### src/rtl/sos_render_pkg.sv
// Shared constants, glyph bitmaps and FSM state type for the SOS board renderer.
package sos_render_pkg;

   localparam logic [2:0] CODE_EMPTY   = 3'b000;
   localparam logic [2:0] CODE_S       = 3'b001;
   localparam logic [2:0] CODE_O       = 3'b010;
   localparam logic [2:0] CODE_INVALID = 3'b111;

   localparam logic [2:0] COL_BG     = 3'b000;
   localparam logic [2:0] COL_S      = 3'b100;
   localparam logic [2:0] COL_O      = 3'b001;
   localparam logic [2:0] COL_HILITE = 3'b010;

   localparam int GLYPH_W = 8;

   // Row 0 first; bit 7 of each row is the leftmost pixel.
   localparam logic [0:7][7:0] GLYPH_S = {8'h3C, 8'h42, 8'h40, 8'h3C,
                                          8'h02, 8'h42, 8'h3C, 8'h00};
   localparam logic [0:7][7:0] GLYPH_O = {8'h3C, 8'h42, 8'h42, 8'h42,
                                          8'h42, 8'h42, 8'h3C, 8'h00};

   typedef enum logic [1:0] {ST_IDLE, ST_SCAN, ST_DRAW} state_e;

   // Board column / row of a row-major cell index.
   function automatic int cell_col(input logic [3:0] k);
      return int'(k) % 3;
   endfunction

   function automatic int cell_row(input logic [3:0] k);
      return int'(k) / 3;
   endfunction

endpackage

### src/rtl/sos_glyph_rom.sv
// Combinational 8x8 glyph lookup: returns the pixel bit of a cell code.
module sos_glyph_rom
   import sos_render_pkg::*;
(
   input  logic [2:0] code_i,
   input  logic [2:0] yc_i,
   input  logic [2:0] xc_i,
   output logic       pix_o
);

   logic [2:0] bit_idx;
   assign bit_idx = 3'(GLYPH_W - 1) - xc_i;

   // Only S and O have ink; every other code paints background (erase).
   always_comb begin
      pix_o = 1'b0;
      case (code_i)
         CODE_S:  pix_o = GLYPH_S[yc_i][bit_idx];
         CODE_O:  pix_o = GLYPH_O[yc_i][bit_idx];
         default: pix_o = 1'b0;
      endcase
   end

endmodule

### src/rtl/sos_board_renderer.sv
// SOS board renderer: repaints changed cells as 8x8 glyphs on the VGA plot port.
// Optional win highlighting is built when SOS_RENDER_HIGHLIGHT_EN is defined.
module sos_board_renderer
   import sos_render_pkg::*;
#(
   parameter int X0    = 40,
   parameter int Y0    = 20,
   parameter int PITCH = 28
) (
   input  logic        CLOCK_50,
   input  logic        Resetn,
   input  logic [26:0] cell_codes,
`ifdef SOS_RENDER_HIGHLIGHT_EN
   input  logic [8:0]  win_mask,
`endif
   input  logic        redraw,
   output logic        busy,
   output logic        done,
   output logic [7:0]  vga_x,
   output logic [6:0]  vga_y,
   output logic [2:0]  vga_colour,
   output logic        vga_plot
);

   state_e     state_q;
   logic [3:0] k_q;
   logic [2:0] xc_q, yc_q;
   logic [2:0] cur_code_q;
   logic [2:0] shadow_q [9];
   logic       force_pend_q, force_pass_q;
   logic       busy_q, done_q, plot_q;
   logic [7:0] x_q;
   logic [6:0] y_q;
   logic [2:0] colour_q;
`ifdef SOS_RENDER_HIGHLIGHT_EN
   logic [8:0] shadow_hl_q;
   logic       cur_hl_q;
   logic       src_hl;
`endif

   logic [2:0] cells [9];
   logic [8:0] cell_diff;
   logic [2:0] src_code, nxc, nyc, fg, colour_d;
   logic [7:0] x_d;
   logic [6:0] y_d;
   logic       pix;

   // Unpack the cell codes and flag every cell whose on-screen copy is stale.
   always_comb begin
      for (int i = 0; i < 9; i++) begin
         cells[i]     = cell_codes[3*i +: 3];
`ifdef SOS_RENDER_HIGHLIGHT_EN
         cell_diff[i] = (cells[i] != shadow_q[i]) || (win_mask[i] != shadow_hl_q[i]);
`else
         cell_diff[i] = (cells[i] != shadow_q[i]);
`endif
      end
   end

   // Select the pixel about to be registered: pixel (0,0) of the live code when
   // leaving SCAN, otherwise the raster successor of the pixel on the port.
   always_comb begin
      if (state_q == ST_SCAN) begin
         src_code = cells[k_q];
         nxc      = 3'd0;
         nyc      = 3'd0;
      end else begin
         src_code = cur_code_q;
         nxc      = xc_q + 3'd1;
         nyc      = (xc_q == 3'd7) ? yc_q + 3'd1 : yc_q;
      end
`ifdef SOS_RENDER_HIGHLIGHT_EN
      src_hl = (state_q == ST_SCAN) ? win_mask[k_q] : cur_hl_q;
`endif
   end

   sos_glyph_rom u_rom (
      .code_i (src_code),
      .yc_i   (nyc),
      .xc_i   (nxc),
      .pix_o  (pix)
   );

   // Screen coordinates and colour of the selected pixel.
   always_comb begin
      x_d = 8'(X0 + cell_col(k_q) * PITCH + int'(nxc));
      y_d = 7'(Y0 + cell_row(k_q) * PITCH + int'(nyc));
      fg  = (src_code == CODE_S) ? COL_S : COL_O;
`ifdef SOS_RENDER_HIGHLIGHT_EN
      if (src_hl) fg = COL_HILITE;
`endif
      colour_d = pix ? fg : COL_BG;
   end

   // Main FSM: IDLE watches for stale cells, SCAN walks cells, DRAW emits 64 pixels.
   always_ff @(posedge CLOCK_50) begin
      if (!Resetn) begin
         state_q      <= ST_IDLE;
         k_q          <= 4'd0;
         xc_q         <= 3'd0;
         yc_q         <= 3'd0;
         cur_code_q   <= CODE_EMPTY;
         force_pend_q <= 1'b0;
         force_pass_q <= 1'b0;
         busy_q       <= 1'b0;
         done_q       <= 1'b0;
         plot_q       <= 1'b0;
         x_q          <= 8'd0;
         y_q          <= 7'd0;
         colour_q     <= COL_BG;
         for (int i = 0; i < 9; i++) shadow_q[i] <= CODE_INVALID;
`ifdef SOS_RENDER_HIGHLIGHT_EN
         shadow_hl_q  <= 9'd0;
         cur_hl_q     <= 1'b0;
`endif
      end else begin
         done_q <= 1'b0;
         if (redraw) force_pend_q <= 1'b1;
         case (state_q)
            ST_IDLE: begin
               if ((|cell_diff) || force_pend_q) begin
                  state_q      <= ST_SCAN;
                  k_q          <= 4'd0;
                  busy_q       <= 1'b1;
                  force_pass_q <= force_pend_q;
                  force_pend_q <= redraw;
               end
            end
            ST_SCAN: begin
               if (cell_diff[k_q] || force_pass_q) begin
                  state_q    <= ST_DRAW;
                  cur_code_q <= cells[k_q];
`ifdef SOS_RENDER_HIGHLIGHT_EN
                  cur_hl_q   <= win_mask[k_q];
`endif
                  xc_q       <= 3'd0;
                  yc_q       <= 3'd0;
                  plot_q     <= 1'b1;
                  x_q        <= x_d;
                  y_q        <= y_d;
                  colour_q   <= colour_d;
               end else if (k_q != 4'd8) begin
                  k_q <= k_q + 4'd1;
               end else begin
                  state_q      <= ST_IDLE;
                  k_q          <= 4'd0;
                  busy_q       <= 1'b0;
                  done_q       <= 1'b1;
                  force_pass_q <= 1'b0;
               end
            end
            ST_DRAW: begin
               if (xc_q == 3'd7 && yc_q == 3'd7) begin
                  plot_q        <= 1'b0;
                  shadow_q[k_q] <= cur_code_q;
`ifdef SOS_RENDER_HIGHLIGHT_EN
                  shadow_hl_q[k_q] <= cur_hl_q;
`endif
                  if (k_q != 4'd8) begin
                     state_q <= ST_SCAN;
                     k_q     <= k_q + 4'd1;
                  end else begin
                     state_q      <= ST_IDLE;
                     k_q          <= 4'd0;
                     busy_q       <= 1'b0;
                     done_q       <= 1'b1;
                     force_pass_q <= 1'b0;
                  end
               end else begin
                  xc_q     <= nxc;
                  yc_q     <= nyc;
                  x_q      <= x_d;
                  y_q      <= y_d;
                  colour_q <= colour_d;
               end
            end
            default: state_q <= ST_IDLE;
         endcase
      end
   end

   assign busy       = busy_q;
   assign done       = done_q;
   assign vga_plot   = plot_q;
   assign vga_x      = x_q;
   assign vga_y      = y_q;
   assign vga_colour = colour_q;

endmodule

### config.mk
export PLATFORM = sky130hd
export DESIGN_NAME = sos_board_renderer
export DESIGN_NICKNAME = d
export VERILOG_FILES = /design/src/rtl/sos_render_pkg.sv /design/src/rtl/sos_glyph_rom.sv /design/src/rtl/sos_board_renderer.sv
export SDC_FILE = /design/constraint.sdc
export NUM_CORES = 1
export LEC_CHECK = 0
export CAP_MARGIN = 5
export CORE_ASPECT_RATIO = 0.75
export CORE_MARGIN = 1.5
export CORE_UTILIZATION = 60
export CTS_BUF_LIST = sky130_fd_sc_hd__clkbuf_2
export CTS_CLUSTER_SIZE = 20
export DETAILED_ROUTE_END_ITERATION = 12
export GPL_ROUTABILITY_DRIVEN = 0
export GPL_TIMING_DRIVEN = 0
export PLACE_DENSITY = 0.94
export SYNTH_ARGS = -nofsm -noshare
export SYNTH_HDL_FRONTEND = slang
export SYNTH_HIERARCHICAL = 1
export SYNTH_SLANG_ARGS = --single-unit
### constraint.sdc
create_clock -name CLOCK_50 -period 8.5 [get_ports CLOCK_50]
set_input_delay 1.7 -clock CLOCK_50 [delete_from_list [all_inputs] [get_ports CLOCK_50]]
set_output_delay 1.7 -clock CLOCK_50 [all_outputs]
set_load 0.01 [all_outputs]
# Yosys cells after proc, flatten, opt, wreduce, memory -nomap -nowiden
# Memories as Yosys holds them, arrays and structs flattened.
# Cells that the tools add are included.
# word_totals
ff_bits,38
ram_bits,27
romBits,128
inputBits,30
out_inout_bits,21
word_cells,142
n_memories,3
# memory_table
memory,words,word_bits,read_ports,rd_clocked_by_memory_dff,write_ports,line_no,source
(name not given),8,8,1,0,0,sos_glyph_rom.sv:18,CODE_S: pix_o = GLYPH_S[yc_i][bit_idx];
(name not given),8,8,1,0,0,sos_glyph_rom.sv:19,CODE_O: pix_o = GLYPH_O[yc_i][bit_idx];
shadow_q,9,3,9,0,9,sos_board_renderer.sv:29,logic [2:0] shadow_q [9];
# op_classes
addsub,8
multipliers,2
div,2
n_lt_le_gt_ge,4
n_eq_ne,22
n_mux,73
n_bitwise,2
n_reduce_logical,13
# ops
cell,n
8-bit 2-to-1 mux,6
3-bit 2-to-1 mux,14
5-bit by 3-bit divider with 32-bit output (second input constant),1
5-bit by 3-bit remainder unit with 32-bit output (second input constant),1
32-bit by 4-bit multiplier with 5-bit output (second input constant),1
32-bit by 4-bit multiplier with 6-bit output (second input constant),1
3-bit inequality test,9
1-bit 2-to-1 mux,26
4-bit 2-to-1 mux,5
3-bit case mux with 2 select lines,3
8-bit case mux with 2 select lines,1
7-bit 2-to-1 mux,2
7-bit case mux with 2 select lines,1
3-bit binary-select mux with 4-bit select,1
4-bit case mux with 3 select lines,1
3-bit AND reduction,3
9-bit OR reduction,1
7-bit by 8-bit adder with 8-bit output (first input constant),1
8-bit by 4-bit adder with 8-bit output,1
2-bit 2-to-1 mux,4
2-bit inequality test (second input constant),4
6-bit by 7-bit adder with 7-bit output (first input constant),1
7-bit by 4-bit adder with 7-bit output,1
3-bit by 1-bit adder with 3-bit output (second input constant),2
29 further kinds,35

# Depth between registers and ports, before layout
# depth
word_depth,13
depth_mapped,25
depth_no_buf,25

# Modules after synthesis
# Netlist, hierarchy kept.
# by_module_without_submodules
mod,n_inst,cells_per_inst,area_each_um2,seq_area_each_um2
sos_board_renderer,1,468,4424.2,1551.5
sos_glyph_rom,1,31,227.7,0.0

# Worst setup path after synthesis
# OpenSTA, ideal clock, no wires.
# synth_path
kind,flip-flop to flip-flop
startpoint,register k_q[2]
endpoint,"register x_q[7], in the netlist vga_x[7]"
setup_ps,64
arrival_ps,5160
t_required_ps,8436
path_slack_ps,3276
path_stages_with_launch,24
n_path_buf,3
period_less_slack_ps,5224
path_cell_list,dfxtp_1 buf_2 buf_2 clkbuf_1 ha_1 nand2b_1 a41oi_4 xnor2_1 ha_1 nor4_4 inv_2 nor2_1 nor2_1 ha_1 inv_1 fa_1 fa_1 xor2_1 a21oi_1 xor2_1 xnor2_1 xnor2_1 or4_1 nand4_1
# synth_via
elab_chain_cells,6
word_cells_on_any_way,12
classes_between,add/sub: 2; mul: 1; div: 1; eq/ne: 1; mux: 5; reduce/logical: 2
# synth_lines
element,line_no,source
"start, declared",sos_board_renderer.sv:26,logic [3:0] k_q;
"start signal, assigned",sos_board_renderer.sv:143,k_q <= k_q + 4'd1;
"start signal, assigned",sos_board_renderer.sv:161,k_q <= k_q + 4'd1;
5-bit by 3-bit remainder unit with 32-bit output,sos_render_pkg.sv:26,return int'(k) % 3;
32-bit by 4-bit multiplier with 6-bit output,sos_board_renderer.sv:86,x_d = 8'(X0 + cell_col(k_q) * PITCH + int'(nxc));
7-bit by 8-bit adder with 8-bit output,sos_board_renderer.sv:86,
8-bit by 4-bit adder with 8-bit output,sos_board_renderer.sv:86,
8-bit 2-to-1 mux (on tied branches),"sos_board_renderer.sv:153, sos_board_renderer.sv:130",
8-bit case mux with 2 select lines,sos_board_renderer.sv:119,case (state_q)
"end signal, assigned",sos_board_renderer.sv:108,x_q <= 8'd0;
"end signal, assigned",sos_board_renderer.sv:139,x_q <= x_d;
"end signal, assigned",sos_board_renderer.sv:172,x_q <= x_d;
"end, declared",sos_board_renderer.sv:32,logic [7:0] x_q;
# Parallel ways exist; a longest one is shown, timed or not. The select of a mux whose other input is x is not followed.
# A chain may end at the register's enable or synchronous reset.

# Worst setup path after layout
# Same ends and word-level chain as after synthesis.

==> summary.txt <==
Power
  • Areal power density over the cells: 213 nW/um^2
  • Clock network fraction of design power: 15.2%
  • Net load switching power: 0.475 mW
  • Switch share: 41.5%
  • Total Power: 1.14 mW
  • Relative contribution of combinational cells to total power: 49.5%
  • Peak VDD IR: 0.000178 V
  • Leak: 2.20 nW
  • Sequential power share: 35.3%
  • Design internal power: 0.669 mW

Detailed routing
  • Routed wire per std cell: 18.2 microns
  • Remaining number of nets flagged by the antenna check after routing: 0
  • Drt total wl: 12100 microns
  • Detailed Routing Iterations Pass 1: 7
  • Detail-routed via count per cell: 6.31
  • Initial detailed-routing violation count: 392
  • Via count: 4188
  • DRC violations left: 0

Timing
  • Worst max-slew margin expressed relative to the limit: 43.0%
  • Final worst path period share: 70.4%
  • Hold violation total from the final report: 0
  • Setup_tns: 0 ps
  • Worst hold slack across all endpoints: 471 ps
  • Final setup violation count: 0
  • Highest Clock Rate: 167 MHz
  • Slew @ Worst Pin: 848 ps
  • Count of final max-slew check failures: 0
  • Worst-case clock skew: 22.3 ps
  • Final critical delay including setup and external delays: 5980 ps
  • Unrepaired setup endpoints after global routing: false

Synthesis
  • Number of distinct library cells after synthesis: 62
  • Area share of the leading cell type in the synthesized netlist: 17.4%
  • Register area share after synthesis: 33.4%
  • Share of synthesized flip-flops with an asynchronous set or reset: 0%
  • Post-Synthesis Mean Instance Area: 9.32 sq um
  • Dominant cells by area after synthesis: edfxtp_1 (17%), dfxtp_1 (16%), ha_1 (10%), xor2_1 (5.5%), nand2_1 (4.1%)
  • Syn. warnings: 6
  • Number of instances in the synthesized netlist: 499
  • Cell Area, Synth: 4650 sq um
  • Cell taking the most area after synthesis: edfxtp_1
  • Syn_nets: 572
  • Number of synthesized flops with an enable pin: 27
  • Main synth FF type: dfxtp_1
  • Post-synthesis register bit count: 64

Die
  • Row cnt: 27
  • Floorplan core area: 7430 sq um
  • Initial Utilization: 62.6%
  • Ports: 51
  • Horiz. Die Dim: 105 microns
  • Area of the die: 8300 sq um
  • Vertical die dimension: 79.3 microns

Outcome
  • Status: finished clean

Global routing
  • Wire length of the first global-routing pass: 20000 microns
  • Number of global-route vias before repair: 4274
  • Total grt overflow: 0
  • Antenna violations before repair: 0
  • Overall routing resource usage: 30.9%
  • Pin count of the biggest net entering global routing: 12

CTS
  • Post-CTS setup buffer count: 0
  • Num CTS Buffers: 9
  • Clock-pin slew reported for the worst setup and hold paths after clock tree synthesis: 180 ps
  • Number of instances resized during post-cts repair: 0
  • Clk sink count: 64
  • Library cell used as clock root buffer: clkbuf_2
  • Hold buffer count at CTS: 0
  • Deepest clock path buffer count: 2
  • Worst-Skew Late Latency: 520 ps
  • H-tree Lvls: 3
  • Clock tree from TritonCTS: built

Worst setup path
  • Setup crit start kind: flip-flop
  • Largest driver fanout on the critical path: 10
  • Critical path arrival: 6440 ps
  • Type of element capturing the critical path: flip-flop
  • Crit path required time: 8960 ps
  • Class of the most critical setup path: reg2reg

Worst hold path
  • Hold WC Path Type: reg2reg

Final layout
  • Area grow syn2layout: 15.2%
  • Ratio of cells with drive above 1 in the final layout: 10.5%
  • ANT cells: 0
  • Net total in the final layout: 631

Placement
  • Count of input and output buffers: 48
  • Placed wire-length estimate: 9180 microns

Run
  • Max-capacitance violation count: 0
==> routing by layer <==
layer / GRT usage [%] / wire [microns] / vias to the layer above
met1: 35.6 / 4550 / 1976
met5: 0 / 0 / -
met3: 6.65 / 1230 / 75
met2: 54.1 / 5760 / 273
li1: - / - / 1864
met4: 17.4 / 521 / 0
==> cells in the mapped netlist, types with 3 or more instances <==
master,instances
ha_1,38
a21o_1,4
nor4_1,5
clkbuf_1,14
buf_2,7
nand3_1,25
nor3_1,12
nand2_1,51
a2111oi_0,4
a21oi_1,14
mux4_2,6
o32ai_1,3
or2_2,18
a21boi_1,10
nor2_1,20
o21ai_1,5
o21a_1,3
edfxtp_1,27
o211ai_1,3
dfxtp_1,37
xnor2_1,15
nor2b_1,16
mux2i_1,19
o311ai_1,3
nand4_1,7
and3_1,6
a211oi_1,3
xor2_1,29
nand2b_1,6
inv_1,37
fa_1,5
o211a_1,5
buf_6,3
o21ai_0,4
==> layout make-up <==
type / instances / area (sq um)
Timing Repair Buffer: 48 / 480
Fill cell: 511 / 2070
Clock inverter: 6 / 50.0
Inverter: 41 / 156
Multi-Input combinational cell: 368 / 2810
Buffer: 26 / 133
Sequential cell: 64 / 1550
Clock buffer: 10 / 50.0
Tap cell: 101 / 126
==> sequential cells by signal, indices dropped and copies added, names as in the netlist <==
name	count
vga_plot	1
state_q	2
cur_code_q	3
xc_q	3
vga_y	7
done	1
yc_q	3
busy	1
vga_x	8
vga_colour	2
shadow_q	27
k_q	4
force_pass_q	1
force_pend_q	1
==> layout by cell type, fill, tap and decap left out, drive strengths merged, types with 4 or more instances in the layout <==
| cell | netlist | routed |
|---|---|---|
| a21oi | 14 | 14 |
| and3 | 6 | 6 |
| inv | 40 | 40 |
| xnor2 | 15 | 15 |
| nand2b | 6 | 6 |
| clkbuf | 14 | 24 |
| nor3 | 13 | 13 |
| xor2 | 29 | 29 |
| edfxtp | 27 | 27 |
| a211oi | 4 | 4 |
| nor2b | 16 | 16 |
| o211a | 5 | 5 |
| nor2 | 20 | 20 |
| nand4 | 7 | 7 |
| clkdlybuf4s50 | 0 | 48 |
| a21o | 4 | 4 |
| ha | 38 | 38 |
| fa | 5 | 5 |
| dfxtp | 37 | 37 |
| o21ai | 9 | 9 |
| mux4 | 6 | 6 |
| a21boi | 12 | 12 |
| or2 | 18 | 18 |
| mux2i | 19 | 19 |
| clkinv | 1 | 6 |
| nand3 | 26 | 26 |
| nor4 | 6 | 6 |
| nand2 | 51 | 51 |
| a2111oi | 4 | 4 |
| buf | 12 | 12 |
==> worst max-delay path: stages, from the launching register on <==
cell and delay [ps]:
dfxtp_1 360, buf_2 250, buf_2 300, clkbuf_1 120, ha_1 260, nand2b_1 190
a41oi_4 330, xnor2_1 170, ha_1 290, nor4_4 570, nor3_1 130, a21o_1 230
ha_1 290, inv_1 50, fa_1 510, fa_1 450, xor2_1 180, a21oi_1 190
xor2_1 190, xnor2_1 150, xnor2_1 120, or4_1 500, nand4_1 80
==> worst paths after layout <==
kind,from,to,slack (ps),depth (start not counted)
setup / recovery,k_q[2],vga_x[7],2520,22
hold / removal,vga_colour[0],vga_colour[0],470,2
setup reg to reg,k_q[2],vga_x[7],2520,22
hold reg to reg,vga_colour[0],vga_colour[0],470,2
==> per-stage QoR <==
stage                     utilization (%)  instance area (sq um)  instances  worst slack (ps)
final                                72.1                   5360        664              2520
after global routing                 72.1                   5360        664              2270
after CTS                            72.1                   5360        664              2590
after detailed placement             70.8                   5260        648              2640
after global placement               70.8                   5260        648              2860
after floorplan                         -                   4650        499              3280
==> logic make-up (layout without fill, tap and decap cells) <==
kind of cell	count (synthesis)	count (layout)	synth area share (%)
buffers and inverters	67	131	6.21
muxes	26	26	7.32
other	1	1	0.0806
adders and majority gates	43	43	12.4
and+or+nand+nor	178	178	19.8
DFF	64	64	33.4
AOI/OAI and AO/OA	76	76	12.6
xor gates and xnor gates	44	44	8.28
==> power by group through the flow <==
stage / clock network, mW / logic, mW / registers [mW]
CTS: 0.169 / 0.552 / 0.402
floorplan: 0 / 0.359 / 0.411
global placement: 0 / 0.513 / 0.406
finish: 0.174 / 0.566 / 0.404
detailed placement: 0 / 0.548 / 0.408
global route: 0.183 / 0.614 / 0.407
No activity file was read; power rests on OpenSTA's default activity.
==> variant 1, RTL diff (config.mk and constraints unchanged) <==
The option `SOS_RENDER_HIGHLIGHT_EN` is turned on by a define.
--- a/src/rtl/sos_board_renderer.sv
+++ b/src/rtl/sos_board_renderer.sv
@@ -1,5 +1,7 @@
 // SOS board renderer: repaints changed cells as 8x8 glyphs on the VGA plot port.
 // Optional win highlighting is built when SOS_RENDER_HIGHLIGHT_EN is defined.
+`define SOS_RENDER_HIGHLIGHT_EN
+
 module sos_board_renderer
    import sos_render_pkg::*;
 #(
Ports: changed (added win_mask); port bits go from 51 to 60. The function was not compared with the original's and may differ.
==> variant 1 against the original RTL <==
- sequential power is 10% higher
- power increased by 9.0%
- final area is 14% higher
- wire length grew 20%
- first-iteration DRC count increased by 59%
- core utilization about the same
- cell count rose by 16%
- setup slack worse by 0.034 ns
- sequential cell count rose by 11
- count of clock-buffer cells in the layout stayed put
- area after synthesis grew 13%
- worst hold slack improved by 0.0066 ns
- synthesized cell count is 17% higher
- critical path type unchanged
==> variant 1: results (changes against the original RTL) <==
status: finished, final reports clean (unchanged)
WL/cell: 18.9 um (was 18.2 um)
worst hold endpoint: vga_colour[1] (was vga_colour[0])
largest net degree at the start of global routing: 14 (was 12)
min-delay src: vga_colour[1] (was vga_colour[0])
Vias/cell: 6.41 (was 6.31)
area of the multi-input gates: 3170 um2 (was 2810 um2)
Port Buf Inserts: 59 (was 48)
Leakage Power: 2.33 nW (was 2.20 nW)
top cells by area, synth: dfxtp_1, edfxtp_1, ha_1 (was edfxtp_1, dfxtp_1, ha_1)
Ant. Diodes: 1 (was 0)
register area share after synthesis: 0.336 (was 0.334)
maximum vdd drop: 93.6 uV (was 178 uV)
normalized max-slew margin: 0.502 (was 0.430)
clk pwr: 201 uW (was 174 uW)
Clock Skew: 0.0320 ns (was 0.0223 ns)
DP HPWL: 11100 um (was 9180 um)
number of buffers created by CTS: 9 (unchanged)
biggest area consumer among synthesized cells: dfxtp_1 (was edfxtp_1)
clock network share of area: 0.0190 (was 0.0187)
flop-to-flop setup slack: 2.49 ns (was 2.52 ns)
Final non-clock buffer share: 0.123 (was 0.114)
multi-input gates: 430 (was 368)
FF-to-FF path depth: 24 (was 22)
Synth cell types: 67 (was 62)
CP peak stage delay: 0.51 ns (was 0.57 ns)
Worst-path clk slew: 0.22 ns (was 0.18 ns)
antenna violations before repair: 1 (was 0)
number of global-route vias before repair: 4804 (was 4274)
Net Count, Synth: 665 (was 572)
Worst-Skew Late Latency: 0.54 ns (was 0.52 ns)
DRT Pass-1 Iters: 6 (was 7)
Non-clk bufs: 91 (was 74)
dpl cells: 750 (was 648)
most instantiated cells after synthesis: nand2_1, dfxtp_1, inv_1, nor2_1, ha_1 (was nand2_1, ha_1, dfxtp_1, inv_1, xor2_1)
Inverters: 46 (was 41)
Post-Synth XOR/XNOR Area: 0.0880 (was 0.0828)
Avg Synthesized Cell Area: 9.05 um2 (was 9.32 um2)
seq pwr: 445 uW (was 404 uW)
1st-iter DRT viols: 624 (was 392)
Cell Count, Final, Fillers Out: 767 (was 664)
CTS Sinks: 75 (was 64)
first-pass GRT wire length: 23300 um (was 20000 um)
FF/Latch Area: 1770 um2 (was 1550 um2)
WHS: 0.477 ns (was 0.471 ns)
Power Density: 204 nW/um2 (was 213 nW/um2)
layout cells sized above 1: 0.0897 (was 0.105)
Synth Area in Adders: 0.109 (was 0.124)
fill count: 562 (was 511)
Int Pwr: 739 uW (was 669 uW)
# nets final: 735 (was 631)
multiplexer share of the synthesized area: 0.101 (was 0.0732)
gr usage total: 0.313 (was 0.309)
top cell category: multi-input gates (unchanged)
CP max stage cell: or4_4 (was nor4_4)
variant 1: changes by cell type after synthesis, sizes merged, moves of 6 or more:
cell	unedited run	this run
nand2	51	78
nor2	20	41
a21oi	14	32
or2	18	5
a21boi	12	0
dfxtp	37	48
nand3	26	16
nor2b	16	6
xor2	29	37
mux2i	19	26
nand4b	0	7
nor3	13	6
o21ai	9	15
variant 1: per-stage QoR:
stage	worst slack, ns	area [um2]	util
2_1_floorplan	3.21	5270	-
3_3_place_gp	2.82	6000	0.707
3_5_place_dp	2.62	6000	0.707
4_1_cts	2.53	6120	0.720
5_1_grt	2.06	6120	0.721
6_report	2.49	6120	0.721
variant 1: routing by layer:
metal	wire (um)	vias up	GRT usage	share of wire
li1	-	2184	-	-
met5	0	-	0	0
met2	6670	323	0.519	0.46
met4	551	0	0.145	0.038
met1	5750	2337	0.397	0.40
met3	1550	71	0.0643	0.11
==> variant 2, RTL diff (same flow settings) <==
Without the edit above. The 3 states of `state_e` get a one-hot encoding in 3 bits.
--- a/src/rtl/sos_render_pkg.sv
+++ b/src/rtl/sos_render_pkg.sv
@@ -19,7 +19,7 @@
    localparam logic [0:7][7:0] GLYPH_O = {8'h3C, 8'h42, 8'h42, 8'h42,
                                           8'h42, 8'h42, 8'h3C, 8'h00};
 
-   typedef enum logic [1:0] {ST_IDLE, ST_SCAN, ST_DRAW} state_e;
+   typedef enum logic [2:0] {ST_IDLE = 3'b001, ST_SCAN = 3'b010, ST_DRAW = 3'b100} state_e;
 
    // Board column / row of a row-major cell index.
    function automatic int cell_col(input logic [3:0] k);
Formal check against the unedited RTL: same outputs for any inputs over 10 cycles, from zero or initial values and one cycle with Resetn low; not proved beyond that.
==> variant 2 against the original RTL <==
- setup slack better by 0.51 ns
- count of clock-buffer cells in the layout stayed put
- sequential cell count is 1 higher
- wire length is 4.5% lower
- first-iteration DRC count is 2.6% lower
- synthesized cell count is 2.2% higher
- final area is 1.3% higher
- critical endpoint unchanged
- area after synthesis is 0.62% higher
- core utilization is 0.94 points higher
- critical path type unchanged
- sequential share of layout area hardly changed
Power is not compared: it rests on default switching activity, and its combinational part moved more than twofold at a synthesized area within 25%.
==> variant 2: results (changes against the original RTL) <==
WL/cell: 17.1 um (was 18.2 um)
layout cells sized above 1: 0.150 (was 0.105)
met3 GRT Util: 0.0620 (was 0.0665)
first-pass GRT wire length: 18600 um (was 20000 um)
dpl cells: 659 (was 648)
Worst-Skew Late Latency: 0.54 ns (was 0.52 ns)
Synth Area in Adders: 0.112 (was 0.124)
met2 wire length: 5570 um (was 5760 um)
Synth cell types: 68 (was 62)
WHS: 0.467 ns (was 0.471 ns)
Vias/cell: 6.05 (was 6.31)
CP max stage cell: fa_1 (was nor4_4)
top cells by area, synth: edfxtp_1, dfxtp_1, ha_1 (unchanged)
WL met1: 4640 um (was 4550 um)
# nets final: 638 (was 631)
flop-to-flop setup slack: 3.03 ns (was 2.52 ns)
Post-Synth XOR/XNOR Area: 0.0821 (was 0.0828)
Placed Instance Area: 5290 um2 (was 5260 um2)
complex-gate fraction of the synthesized area: 0.141 (was 0.126)
status: finished, final reports clean (unchanged)
Avg Synthesized Cell Area: 9.18 um2 (was 9.32 um2)
Worst-Margin Slew: 0.607 ns (was 0.848 ns)
DP HPWL: 8990 um (was 9180 um)
crit path DAT: 5.90 ns (was 6.44 ns)
number of global-route vias before repair: 3949 (was 4274)
Setup WS pre-CTS: 3.10 ns (was 2.64 ns)
Clock Skew: 0.0242 ns (was 0.0223 ns)
GR Layer Usage met1: 0.350 (was 0.356)
CP peak stage delay: 0.50 ns (was 0.57 ns)
-- variant 2: cell types whose count changed after synthesis, moves of 9 or more --
cell	change
a21boi_1	-10
xnor2_1	+23
a21oi_1	+22
nor2b_1	-11
nor2_1	+11
nor3_1	-9
or2_2	+11
nand3_1	-9
xor2_1	-25
nand2_1	+10
-- variant 2: layout make-up --
class | count | area (um2)
buffer | 23 | 130
clock buffer | 10 | 50.0
clock inverter | 6 | 91.3
fill | 452 | 2000
inverter | 39 | 151
multi-input combinational | 383 | 2830
sequential | 65 | 1570
tap | 101 | 126
timing repair buffer | 48 | 480
-- variant 2: worst max-delay path by stage --
stage / startpoint / endpoint / slack, ns / cells past startpoint
finish: k_q[2] / vga_x[7] / 3.03 / 23
floorplan: k_q[2] / vga_x[7] / 3.64 / 23
detailed placement: k_q[2] / vga_x[7] / 3.10 / 23
global route: k_q[2] / vga_x[7] / 2.68 / 23
CTS: k_q[2] / vga_x[7] / 3.07 / 23
global placement: k_q[2] / vga_x[7] / 3.24 / 23
